`src/rtl/wb_pipe_stage.sv`:
```
// MEM->WB pipeline stage with valid/ready flow control and a two-entry skid buffer.
// Suppresses rd==x0 writes, selects the writeback data and counts output stall cycles.
module wb_pipe_stage #(
  parameter int XLEN  = 32,
  parameter int RD_W  = 5,
  parameter int CNT_W = 16
) (
  input  logic             clk,
  input  logic             rst,
  input  logic             flush,
  input  logic             in_valid,
  output logic             in_ready,
  input  logic             in_reg_write,
  input  logic             in_mem_to_reg,
  input  logic [RD_W-1:0]  in_rd,
  input  logic [XLEN-1:0]  in_result,
  input  logic [XLEN-1:0]  in_rdata,
  output logic             out_valid,
  input  logic             out_ready,
  output logic             out_reg_write,
  output logic             out_mem_to_reg,
  output logic [RD_W-1:0]  out_rd,
  output logic [XLEN-1:0]  out_wb_data,
  output logic [1:0]       occupancy,
  output logic [CNT_W-1:0] stall_cnt
);

  // The state encoding doubles as the occupancy count; main is valid in ONE/TWO, skid only in TWO.
  typedef enum logic [1:0] {
    EMPTY = 2'd0,
    ONE   = 2'd1,
    TWO   = 2'd2
  } state_t;

  typedef struct packed {
    logic            reg_write;
    logic            mem_to_reg;
    logic [RD_W-1:0] rd;
    logic [XLEN-1:0] result;
    logic [XLEN-1:0] rdata;
  } entry_t;

  state_t           state_q, state_d;
  entry_t           main_q, main_d;
  entry_t           skid_q, skid_d;
  entry_t           in_entry;
  logic [CNT_W-1:0] stall_q, stall_d;
  logic             accept;
  logic             pop;

  assign in_ready  = (state_q != TWO);
  assign out_valid = (state_q != EMPTY);
  assign accept    = in_valid && in_ready;
  assign pop       = out_valid && out_ready;

  always_comb begin
    in_entry.reg_write  = in_reg_write && (in_rd != '0);
    in_entry.mem_to_reg = in_mem_to_reg;
    in_entry.rd         = in_rd;
    in_entry.result     = in_result;
    in_entry.rdata      = in_rdata;
  end

  always_comb begin
    state_d = state_q;
    main_d  = main_q;
    skid_d  = skid_q;
    case (state_q)
      EMPTY: begin
        if (accept) begin
          main_d  = in_entry;
          state_d = ONE;
        end
      end
      ONE: begin
        if (accept && pop) begin
          main_d = in_entry;
        end else if (accept) begin
          skid_d  = in_entry;
          state_d = TWO;
        end else if (pop) begin
          state_d = EMPTY;
        end
      end
      TWO: begin
        if (pop) begin
          main_d  = skid_q;
          state_d = ONE;
        end
      end
      default: state_d = EMPTY;
    endcase
    // Flush wins over any simultaneous accept or pop; payload left behind is don't-care.
    if (flush) begin
      state_d = EMPTY;
    end
  end

  always_comb begin
    stall_d = stall_q;
    if (out_valid && !out_ready && (stall_q != '1)) begin
      stall_d = stall_q + CNT_W'(1);
    end
  end

  always_ff @(posedge clk or posedge rst) begin
    if (rst) begin
      state_q <= EMPTY;
      main_q  <= '0;
      skid_q  <= '0;
      stall_q <= '0;
    end else begin
      state_q <= state_d;
      main_q  <= main_d;
      skid_q  <= skid_d;
      stall_q <= stall_d;
    end
  end

  assign out_reg_write  = out_valid && main_q.reg_write;
  assign out_mem_to_reg = main_q.mem_to_reg;
  assign out_rd         = main_q.rd;
  assign out_wb_data    = main_q.mem_to_reg ? main_q.rdata : main_q.result;
  assign occupancy      = state_q;
  assign stall_cnt      = stall_q;

endmodule
```
`config.mk`:
```
export PLATFORM = sky130hd
export DESIGN_NAME = wb_pipe_stage
export DESIGN_NICKNAME = d
export VERILOG_FILES = /design/src/rtl/wb_pipe_stage.sv
export SDC_FILE = /design/constraint.sdc
export NUM_CORES = 1
export LEC_CHECK = 0
export ABC_AREA = 0
export CORE_UTILIZATION = 50
export DETAILED_ROUTE_END_ITERATION = 10
export HOLD_SLACK_MARGIN = 0.06
export PLACE_DENSITY = 0.75
export SETUP_SLACK_MARGIN = 0.4
export SLEW_MARGIN = 20
export SYNTH_ARGS = -nofsm -noshare
export SYNTH_HDL_FRONTEND = slang
export SYNTH_SLANG_ARGS = --single-unit
```
`constraint.sdc`:
```
create_clock -name clk -period 12.9 [get_ports clk]
set_clock_uncertainty 0.1 [all_clocks]
set_input_delay 1.935 -clock clk [delete_from_list [all_inputs] [get_ports clk]]
set_output_delay 1.935 -clock clk [all_outputs]
set_load 0.02 [all_outputs]
```
# --- Yosys cells after proc, flatten, opt, wreduce, memory -nomap -nowiden ---
# Index checks and enable logic that the tools add are counted.
word_totals:
  reg_bits: 160
  input_bits: 76
  output_inout_bits: 59
  word_cells: 52
classes:
  n_addsub: 1
  eq_ne: 11
  mux: 12
  bitwise: 1
  n_reduce_logical: 15
op_table:
  columns: ["operator", "count"]
  rows:
  - ["71-bit 2-to-1 mux", 3]
  - ["71-bit one-hot mux with 3 select lines", 1]
  - ["32-bit 2-to-1 mux", 1]
  - ["16-bit by 1-bit adder with 16-bit output (second input constant)", 1]
  - ["16-bit inequality test (second input constant)", 1]
  - ["2-bit 2-to-1 mux", 6]
  - ["3-bit inequality test (second input constant)", 3]
  - ["2-bit inequality test (second input constant)", 4]
  - ["4-bit AND reduction", 2]
  - ["1-bit logical AND", 7]
  - ["2-bit one-hot mux with 3 select lines", 1]
  - ["5-bit nonzero test", 1]
  - ["4-bit inequality test (second input constant)", 1]
  - ["3-bit AND reduction", 1]
  - ["3-bit nonzero test", 1]
  - ["2-bit by 1-bit == test with 1-bit output (second input constant)", 1]
  - ["2-bit == test (second input constant)", 1]
  - ["2-bit logical NOT", 1]
  - ["2-bit nonzero test", 1]
  - ["1-bit logical NOT", 1]
  - ["1-bit inverter", 1]

# --- Longest topological paths before layout ---
logic_depth:
  word_depth: 7
  ltp_mapped: 6

# --- Least setup slack after synthesis ---
# Ideal clock, no wire load.
synth_path:
  kind: "register to output"
  start: "register main_q (netlist bit out_mem_to_reg)"
  end: "output port out_wb_data[10]"
  arrival_time_ps: 1445
  slack_ps: 9420
  stages_incl_launch_ff: 4
  path_buffers: 2
  cell_sequence: "dfrtp_1 clkbuf_1 clkbuf_1 mux2_2"
synth_via:
  elab_chain_cells: 1
synth_rtl:
  columns: ["element", "line_no", "text"]
  rows:
  - ["from (decl)", "44", "entry_t main_q, main_d;"]
  - ["from (signal assigned)", "114", "main_q <= main_d;"]
  - ["32-bit 2-to-1 mux", "123", "assign out_wb_data = main_q.mem_to_reg ? main_q.rdata : main_q.result;"]
  - ["to (decl)", "23", "output logic [XLEN-1:0] out_wb_data,"]
# Every way passes these cells.

# --- Worst setup path after layout ---
layout_path:
  start: "input port out_ready"
  end: "register main_q[70] in the netlist's numbering"
layout_via:
  elab_chain_cells: 4
  word_cells_on_any_way: 5
  cone_classes: "eq/ne (2); reduce/logical (3)"
layout_rtl:
  columns: ["element", "line_no", "text"]
  rows:
  - ["from (decl)", "19", "input logic out_ready,"]
  - ["1-bit logical AND (*)", "54", "assign pop = out_valid && out_ready;"]
  - ["1-bit logical AND", "76", "if (accept && pop) begin"]
  - ["2-bit inequality test (no source line)", null, null]
  - ["4-bit AND reduction (no source line) (*)", null, null]
# Every way passes the cells marked *; elsewhere a longest branch is shown, timed or not.
# A chain may end at the register's enable or synchronous reset.

==> out/metrics.cfg <==
[clock_network]
ctsResizeCount = 0
holdBufCountCts = 0
cts_sinks = 160
cts.clk_slew.worst_paths_ns = 0.06
cts-root-buf = clkbuf_16
cts_tree = built
clk_path_buf_depth = 2
cts_setup_buffers = 0
cts_made_buffers = 17
clk_latency_ns = 0.42
h-tree-depth = 4

[floorplan]
start_util = 0.518
die_w_um = 122
fp.dieArea_um2 = 15000
ios = 135
coreArea_um2 = 14000
die_height_um = 122
rows = 43

[detailed_routing]
vias = 4875
drc = 0
routed_wl_um = 15100
met1_length_um = 6660
vias_per_cell = 5.42
top_layer = met4
firstDrtPassIters = 4
drt_iter0_drc = 226
routed-wl-met2_um = 7320
wl_per_cell_um = 16.8
wl_met3_um = 924
ant_nets = 0

[grt]
grt_pass1_vias = 5017
grt_pass1_wl_um = 24200
antenna_found_initial = 0
grt_max_degree = 100
grt_use_total = 0.211
grt_overflow = 0

[layout]
finalNetCount = 783
fin_area_um2 = 9290
drive_gt1_frac = 0.204
regMostFlops = skid_q
syn_to_final_growth_pct = 28.1
largest_reg_flops = 71
num_antenna_cells = 0
final_util = 0.664

[logic_synthesis]
ys_seq_area_frac = 0.552
synth.most_common_cell = dfrtp_1
synth.distinct_cells = 40
async_flop_share = 1.00
synth.ff_latch_count = 160
avgSynthCellArea_um2 = 12.3
yosysWarnings = 0
synth_nets = 665
synth.largest_area_cell = dfrtp_1
synth-edff-count = 0
synth_top_area_share = 0.552
synth-main-ff-cell = dfrtp_1
synth_cells = 588
synthTopCellsByArea = dfrtp_1, mux2_2, mux2i_1
synth_area_um2 = 7250
synth_common_cells = dfrtp_1, mux2_2, nor2_1

[pwr]
p_leak_nw = 4.27
p_per_area_nw_per_um2 = 164
pwr-share-clk = 0.336
p_comb_frac = 0.222
cellInternalPower_w = 0.00112
p_seq_frac = 0.443
p_sw_w = 0.000402
switching_share = 0.264
ir_drop_mv = 0.0883

[sta]
timing.slew.headroom = 0.365
fin_crit_sh = 0.359
rsz0062_at_grt = false
slew_violations = 0
worst_pin_slew_ns = 0.953
setup_viol = 0
hold_violations = 0
fmaxAchievable_mhz = 216
period_minus_slack_ns = 4.63
tns_ns = 0

[worst_setup_path]
start_kind = input port
worstPathRequired_ns = 13.10
cp.arrival_ns = 4.83
critPathKind = input port to flip-flop
crit_fanout = 99
end_kind = flip-flop

[placement]
gp_congestion = 0.805
placed_area_um2 = 8660
hpwlAfterDp_um = 9670
port-buffer-count = 134

[job]
maxCapViolCount = 0

[run_status]
outcome = complete, no violations

[worst_hold_path]
hp-class = flip-flop to flip-flop

final cells by class:
cell class | instances | area, µm²
inverter | 2 | 12.5
tap | 180 | 225
timing repair buffer | 139 | 1400
sequential | 160 | 4000
clock inverter | 5 | 100
multi-input combinational | 386 | 3050
clock buffer | 27 | 503
fill | 1023 | 4700
kinds of logic after synthesis:
| group | Yosys count | synth area share |
|---|---|---|
| muxes | 177 | 0.263 |
| DFF | 160 | 0.552 |
| and+or+nand+nor | 112 | 0.0746 |
| AOI/OAI and AO/OA | 84 | 0.0633 |
| buffers and inverters | 42 | 0.0309 |
| xor gates and xnor gates | 12 | 0.0145 |
| adders and majority gates | 1 | 0.00173 |
metrics by stage:
| stage | worst slack, ns | power [W] | instances | hold WS, ns |
|---|---|---|---|---|
| floorplan | 6.55 | 0.000880 | 588 | 0.372 |
| global placement | 7.97 | 0.00100 | 866 | 0.388 |
| detailed placement | 7.81 | 0.00102 | 866 | 0.394 |
| CTS | 8.25 | 0.00153 | 898 | 0.407 |
| global route | 8.07 | 0.00159 | 899 | 0.413 |
| finish | 8.27 | 0.00152 | 899 | 0.403 |
path summary, 6_finish.rpt:
| path | cells past startpoint | to | startpoint | slack, ns |
|---|---|---|---|---|
| worst max-delay path | 5 | main_q[70] | out_ready | 8.27 |
| worst min-delay path | 1 | skid_q[29] | skid_q[29] | 0.40 |
| worst max register to register | 4 | main_q[70] | occupancy[1] | 9.90 |
| worst min register to register | 1 | skid_q[29] | skid_q[29] | 0.40 |
| max in group asynchronous | 3 | main_q[26] | rst | 9.30 |
| min in group asynchronous | 2 | skid_q[28] | rst | 1.95 |
layout by cell type (no fill, tap or decap), types with 2 or more instances in the layout:
cell type,count
a31oi_1,2
xnor2_1,6
or2_2,2
nand2_1,4
a21oi_1,71
buf_4,4
o211ai_1,2
and2_1,2
nor2_1,73
clkbuf_16,17
nor2b_1,2
xor2_1,6
nor3_1,3
dfrtp_1,160
o2111ai_1,2
nand3_1,5
clkinv_2,2
clkbuf_8,4
bufinv_16,3
and3_1,4
clkbuf_1,6
nand4_2,2
nand4_1,4
mux2i_1,71
mux2_2,106
clkdlybuf4s50_1,134
o21ai_0,2
power by group through the flow:
stage,combinational (W),clock (W),sequential (W)
floorplan,0.000209,0,0.000671
global placement,0.000330,0,0.000672
detailed placement,0.000339,0,0.000679
CTS,0.000341,0.000519,0.000672
global route,0.000363,0.000542,0.000686
finish,0.000337,0.000510,0.000673
layer usage:
| metal | vias to the layer above | global-route usage |
|---|---|---|
| met3 | 16 | 0.0567 |
| met5 | - | 0 |
| met2 | 116 | 0.341 |
| met4 | 0 | 0.0755 |
| li1 | 2315 | - |
| met1 | 2428 | 0.273 |
critical path: stages:
cell and delay (ns):
clkdlybuf4s50_1 0.62, mux2i_1 0.20, o2bb2ai_4 0.76, buf_4 0.85
mux2_2 0.41
Note: power is estimated with default switching activity, not from simulation.
==> edit 1: new RTL, config.mk and constraints unchanged <==
Set the parameter `XLEN` to 28 (it was 32).
--- a/src/rtl/wb_pipe_stage.sv
+++ b/src/rtl/wb_pipe_stage.sv
@@ -3,3 +3,3 @@
 module wb_pipe_stage #(
-  parameter int XLEN  = 32,
+  parameter int XLEN  = 28,
   parameter int RD_W  = 5,
Interface: changed (resized in_rdata, in_result and out_wb_data); port bits go from 135 to 123. No check against the original RTL was run, so the function may have changed too.
==> edit 1 against the unedited design <==
- routed wire length is 12% lower
- sequential cell count decreased by 16
- design area shrank 8.1%
- cell count decreased by 7.7%
- sequential share of layout area is 0.88 points lower
- synthesized area is 9.0% lower
- power down 6.1%
- setup slack gained 110 ps
- largest cell class unchanged
==> edit 1: results (changes against the unedited design) <==
pin count of the biggest net entering global routing = 126 (was 100)
Setup crit start = out_mem_to_reg (was out_ready)
first-pass GRT wire length = 21,500 um (was 24,200 um)
all-layer global routing usage = 0.209 (was 0.211)
vias in the first global route = 4,544 (was 5,017)
I/O Buffers = 122 (was 134)
crit-path max FO = 18 (was 99)
master of the slowest instance on the critical path = dfrtp_1 (was buf_4)
Synth area leaders = dfrtp_1 55%, mux2_2 16%, mux2i_1 9.6% (was dfrtp_1 55%, mux2_2 16%, mux2i_1 9.8%)
CP peak stage delay = 710 ps (was 850 ps)
Slew HR = 0.412 (was 0.365)
Final HPWL DP = 8330 um (was 9670 um)
Synth Net Count = 604 (was 665)
Vias = 4,407 (was 4,875)
routability cong. = 0.804 (was 0.805)
DR iter-0 viols = 189 (was 226)
max reg flops = 63 (was 71)
Seq/Total Area, Yosys = 0.546 (was 0.552)
Peak supply drop = 0.120 mV (was 0.0883 mV)
RR Endpoint = skid_q[34] (was main_q[70])
Synth cell types = 44 (was 40)
P_leak = 3.94 nW (was 4.27 nW)
WP data arrival = 2480 ps (was 4830 ps)
worst setup path end = out_wb_data[4] (was main_q[70])
WL final = 13,200 um (was 15,100 um)
fraction of layout instances using a drive strength above 1 = 0.219 (was 0.204)
# fillers = 987 (was 1,023)
status = complete, no violations (unchanged)
edit 1: layout make-up:
cell class              instances  area share
clock inverters                10      0.0185
well taps                     172      0.0252
multi-input cells             352       0.327
inverters                       2     0.00147
repair buffers                128       0.150
flip-flops and latches        144       0.422
clock buffers                  22      0.0556
edit 1: how the worst min path moves through the flow:
stage | endpoint | slack, ps | depth (start not counted) | startpoint
finish | skid_q[47] | 400 | 1 | skid_q[47]
floorplan | main_q[62] | 370 | 1 | main_q[62]
CTS | skid_q[49] | 410 | 1 | skid_q[49]
global route | skid_q[47] | 410 | 1 | skid_q[47]
detailed placement | skid_q[61] | 390 | 1 | skid_q[61]
global placement | skid_q[27] | 390 | 1 | skid_q[27]
edit 1: per-stage QoR:
stage | setup WS, ps | instance area [um2] | power, W | hold slack, ps | cells
2_1_floorplan | 7000 | 6600 | 0.000794 | 372 | 535
3_3_place_gp | 8510 | 7880 | 0.000905 | 388 | 797
3_5_place_dp | 8410 | 7880 | 0.000919 | 395 | 797
4_1_cts | 8340 | 8510 | 0.00144 | 408 | 829
5_1_grt | 8290 | 8530 | 0.00149 | 410 | 830
6_report | 8380 | 8530 | 0.00143 | 402 | 830
edit 1: kinds of logic after synthesis:
group                    share of synthesized area
multiplexers                                 0.256
adder cells (fa/ha/maj)                    0.00190
XOR/XNOR                                    0.0159
AO/OA/AOI/OAI                               0.0617
buffers and inverters                       0.0340
AND/OR/NAND/NOR                             0.0840
flip-flops                                   0.546
edit 1: metal layers:
layer	vias to the layer above	global-route usage	wire length, um
met1	2162	0.263	5840
li1	2123	-	-
met2	108	0.343	6410
met3	14	0.0623	758
met5	-	0	0
met4	0	0.0802	199
edit 1: worst reg2reg max path, stage by stage, from the launching register on:
cell and delay [ps]:
dfrtp_1 480, nor2b_1 310, and3b_2 240, buf_4 680, mux2_2 460
edit 1: where the power goes:
group	internal [W]	switching, W
registers	0.000547	0.0000602
clock network	0.000338	0.000178
logic	0.000166	0.000136
==> edit 2: new RTL, config.mk and constraints unchanged <==
Made on the original files. Make the reset (`rst`) synchronous in one clocked block.
--- a/src/rtl/wb_pipe_stage.sv
+++ b/src/rtl/wb_pipe_stage.sv
@@ -105,3 +105,3 @@
 
-  always_ff @(posedge clk or posedge rst) begin
+  always_ff @(posedge clk) begin
     if (rst) begin
Formal check against the unedited RTL: differs if rst is asserted again (counterexample within 4 cycles, from zero or initial values and one cycle with rst high); with rst held inactive, the same outputs for 4 cycles.
==> edit 2 against the unedited design <==
- via count rose by 21%
- design area fell by 4.1%
- sequential share of layout area fell by 7.1 points
- routed wire length rose by 15%
- sequential cell count did not move
- synthesized area fell by 3.5%
- highest routed layer unchanged
- hold slack got worse by 51 ps
- setup slack improved by 180 ps
Power is not compared: it rests on default switching activity, and its combinational part moved more than twofold at a synthesized area within 25%.
==> edit 2: results (changes against the unedited design) <==
WP data arrival = 4670 ps (was 4830 ps)
Setup crit start = out_ready (unchanged)
max-slew violation count = 0 (unchanged)
hold-fix buffers at CTS = 0 (unchanged)
worst r2r src = occupancy[1] (unchanged)
hold_ws = 352 ps (was 403 ps)
root buffer cell = clkbuf_16 (unchanged)
setup violators final = 0 (unchanged)
status = complete, no violations (unchanged)
R2R depth = 6 (was 4)
# fillers = 1,123 (was 1,023)
Post CTS Setup Buffer Count = 0 (unchanged)
Cell Int Power = 0.000921 W
drt first pass iters = 4 (unchanged)
H-tree depth = 4 (unchanged)
Hold Crit Class = reg2reg (unchanged)
pin count of the biggest net entering global routing = 101 (was 100)
fraction of layout instances using a drive strength above 1 = 0.104 (was 0.204)
crit-path max FO = 78 (was 99)
DR WL/cell = 16.4 um (was 16.8 um)
all-layer global routing usage = 0.244 (was 0.211)
I/O Buffers = 134 (unchanged)
routability cong. = 0.822 (was 0.805)
top post-synthesis cells by count = 160 x dfxtp_1, 148 x nand2_1, 84 x a21oi_1 (was 160 x dfrtp_1, 106 x mux2_2, 73 x nor2_1)
Synth Net Count = 856 (was 665)
worst hold start = skid_q[16] (was skid_q[29])
final net count = 949 (was 783)
post_cts resized = 0 (unchanged)
worst-case clock buffer depth = 2 (unchanged)
Clk Latency, worst-skew pair = 420 ps (about the same)
max capacitance violation total = 0 (unchanged)
hold path depth = 2 (was 1)
vias in the first global route = 5,768 (was 5,017)
first-pass GRT wire length = 27,500 um (was 24,200 um)
Synth area leaders = dfxtp_1 46%, mux2i_1 10%, nand2_1 7.9% (was dfrtp_1 55%, mux2_2 16%, mux2i_1 9.8%)
Reg with most FFs = skid_q (unchanged)
Synth cell types = 44 (was 40)
FFs w/ async S/R, synth = 0 (was 1.00)
Peak supply drop = 0.101 mV
Avg Vias per Cell = 5.53 (was 5.42)
max reg flops = 71 (unchanged)
Clock transition at path regs = 60 ps (about the same)
Final HPWL DP = 11,400 um (was 9670 um)
Ys Warns = 0 (unchanged)
Seq/Total Area, Yosys = 0.458 (was 0.552)
number of CTS-inserted buffers = 17 (unchanged)
antenna violations before repair = 2 (was 0)
P_leak = 3.60 nW
Slew HR = 0.316 (was 0.365)
DR iter-0 viols = 429 (was 226)
-- edit 2: final timing paths --
kind                endpoint  slack (ps)
setup reg to reg  main_q[39]       10090
hold reg to reg   skid_q[16]         350
setup / recovery  main_q[39]        8450
hold / removal    skid_q[16]         350
-- edit 2: per-layer routing --
layer | part of all wire | wire length (um) | track usage
met5 | 0 | 0 | 0
met4 | 0.019 | 326 | 0.104
met3 | 0.051 | 886 | 0.0594
met2 | 0.51 | 8910 | 0.425
met1 | 0.42 | 7290 | 0.284
-- edit 2: cell type report --
type                    count  area share
diodes                      2    0.000562
clock buffers              21      0.0539
clock inverters            11      0.0152
inverters                   1    0.000421
multi-input cells         551       0.389
flip-flops and latches    160       0.360
well taps                 176      0.0247
repair buffers            141       0.156
-- edit 2: logic make-up after synthesis --
family,count (synthesis),synth area share
simple gates,268,0.166
compound gates,176,0.169
fa+ha+maj,1,0.00179
mux,105,0.156
xor+xnor,1,0.00125
flops,160,0.458
buf+inv,68,0.0483
-- edit 2: stage by stage --
| step | power (W) | instance area, um2 | worst slack, ps | instances |
|---|---|---|---|---|
| after global routing | 0.00126 | 8910 | 8280 | 1063 |
| after global placement | 0.000700 | 8290 | 8220 | 1029 |
| after floorplan | 0.000635 | 7000 | 9430 | 779 |
| after detailed placement | 0.000705 | 8290 | 8060 | 1029 |
| final | 0.00121 | 8910 | 8450 | 1063 |
| after CTS | 0.00122 | 8900 | 8480 | 1061 |
-- edit 2: power by group through the flow --
stage	clock [W]	sequential, W	combinational (W)
after detailed placement	0	0.000544	0.000161
after CTS	0.000524	0.000533	0.000162
after global routing	0.000552	0.000535	0.000174
final	0.000519	0.000533	0.000162
after floorplan	0	0.000538	0.0000970
after global placement	0	0.000543	0.000157
-- edit 2: worst max-delay path, cell delays in order --
cell,delay [ps]
clkdlybuf4s50_1,670
mux2i_1,210
o2bb2ai_4,160
buf_4,520
buf_4,730
nor2_1,110
a211oi_1,260
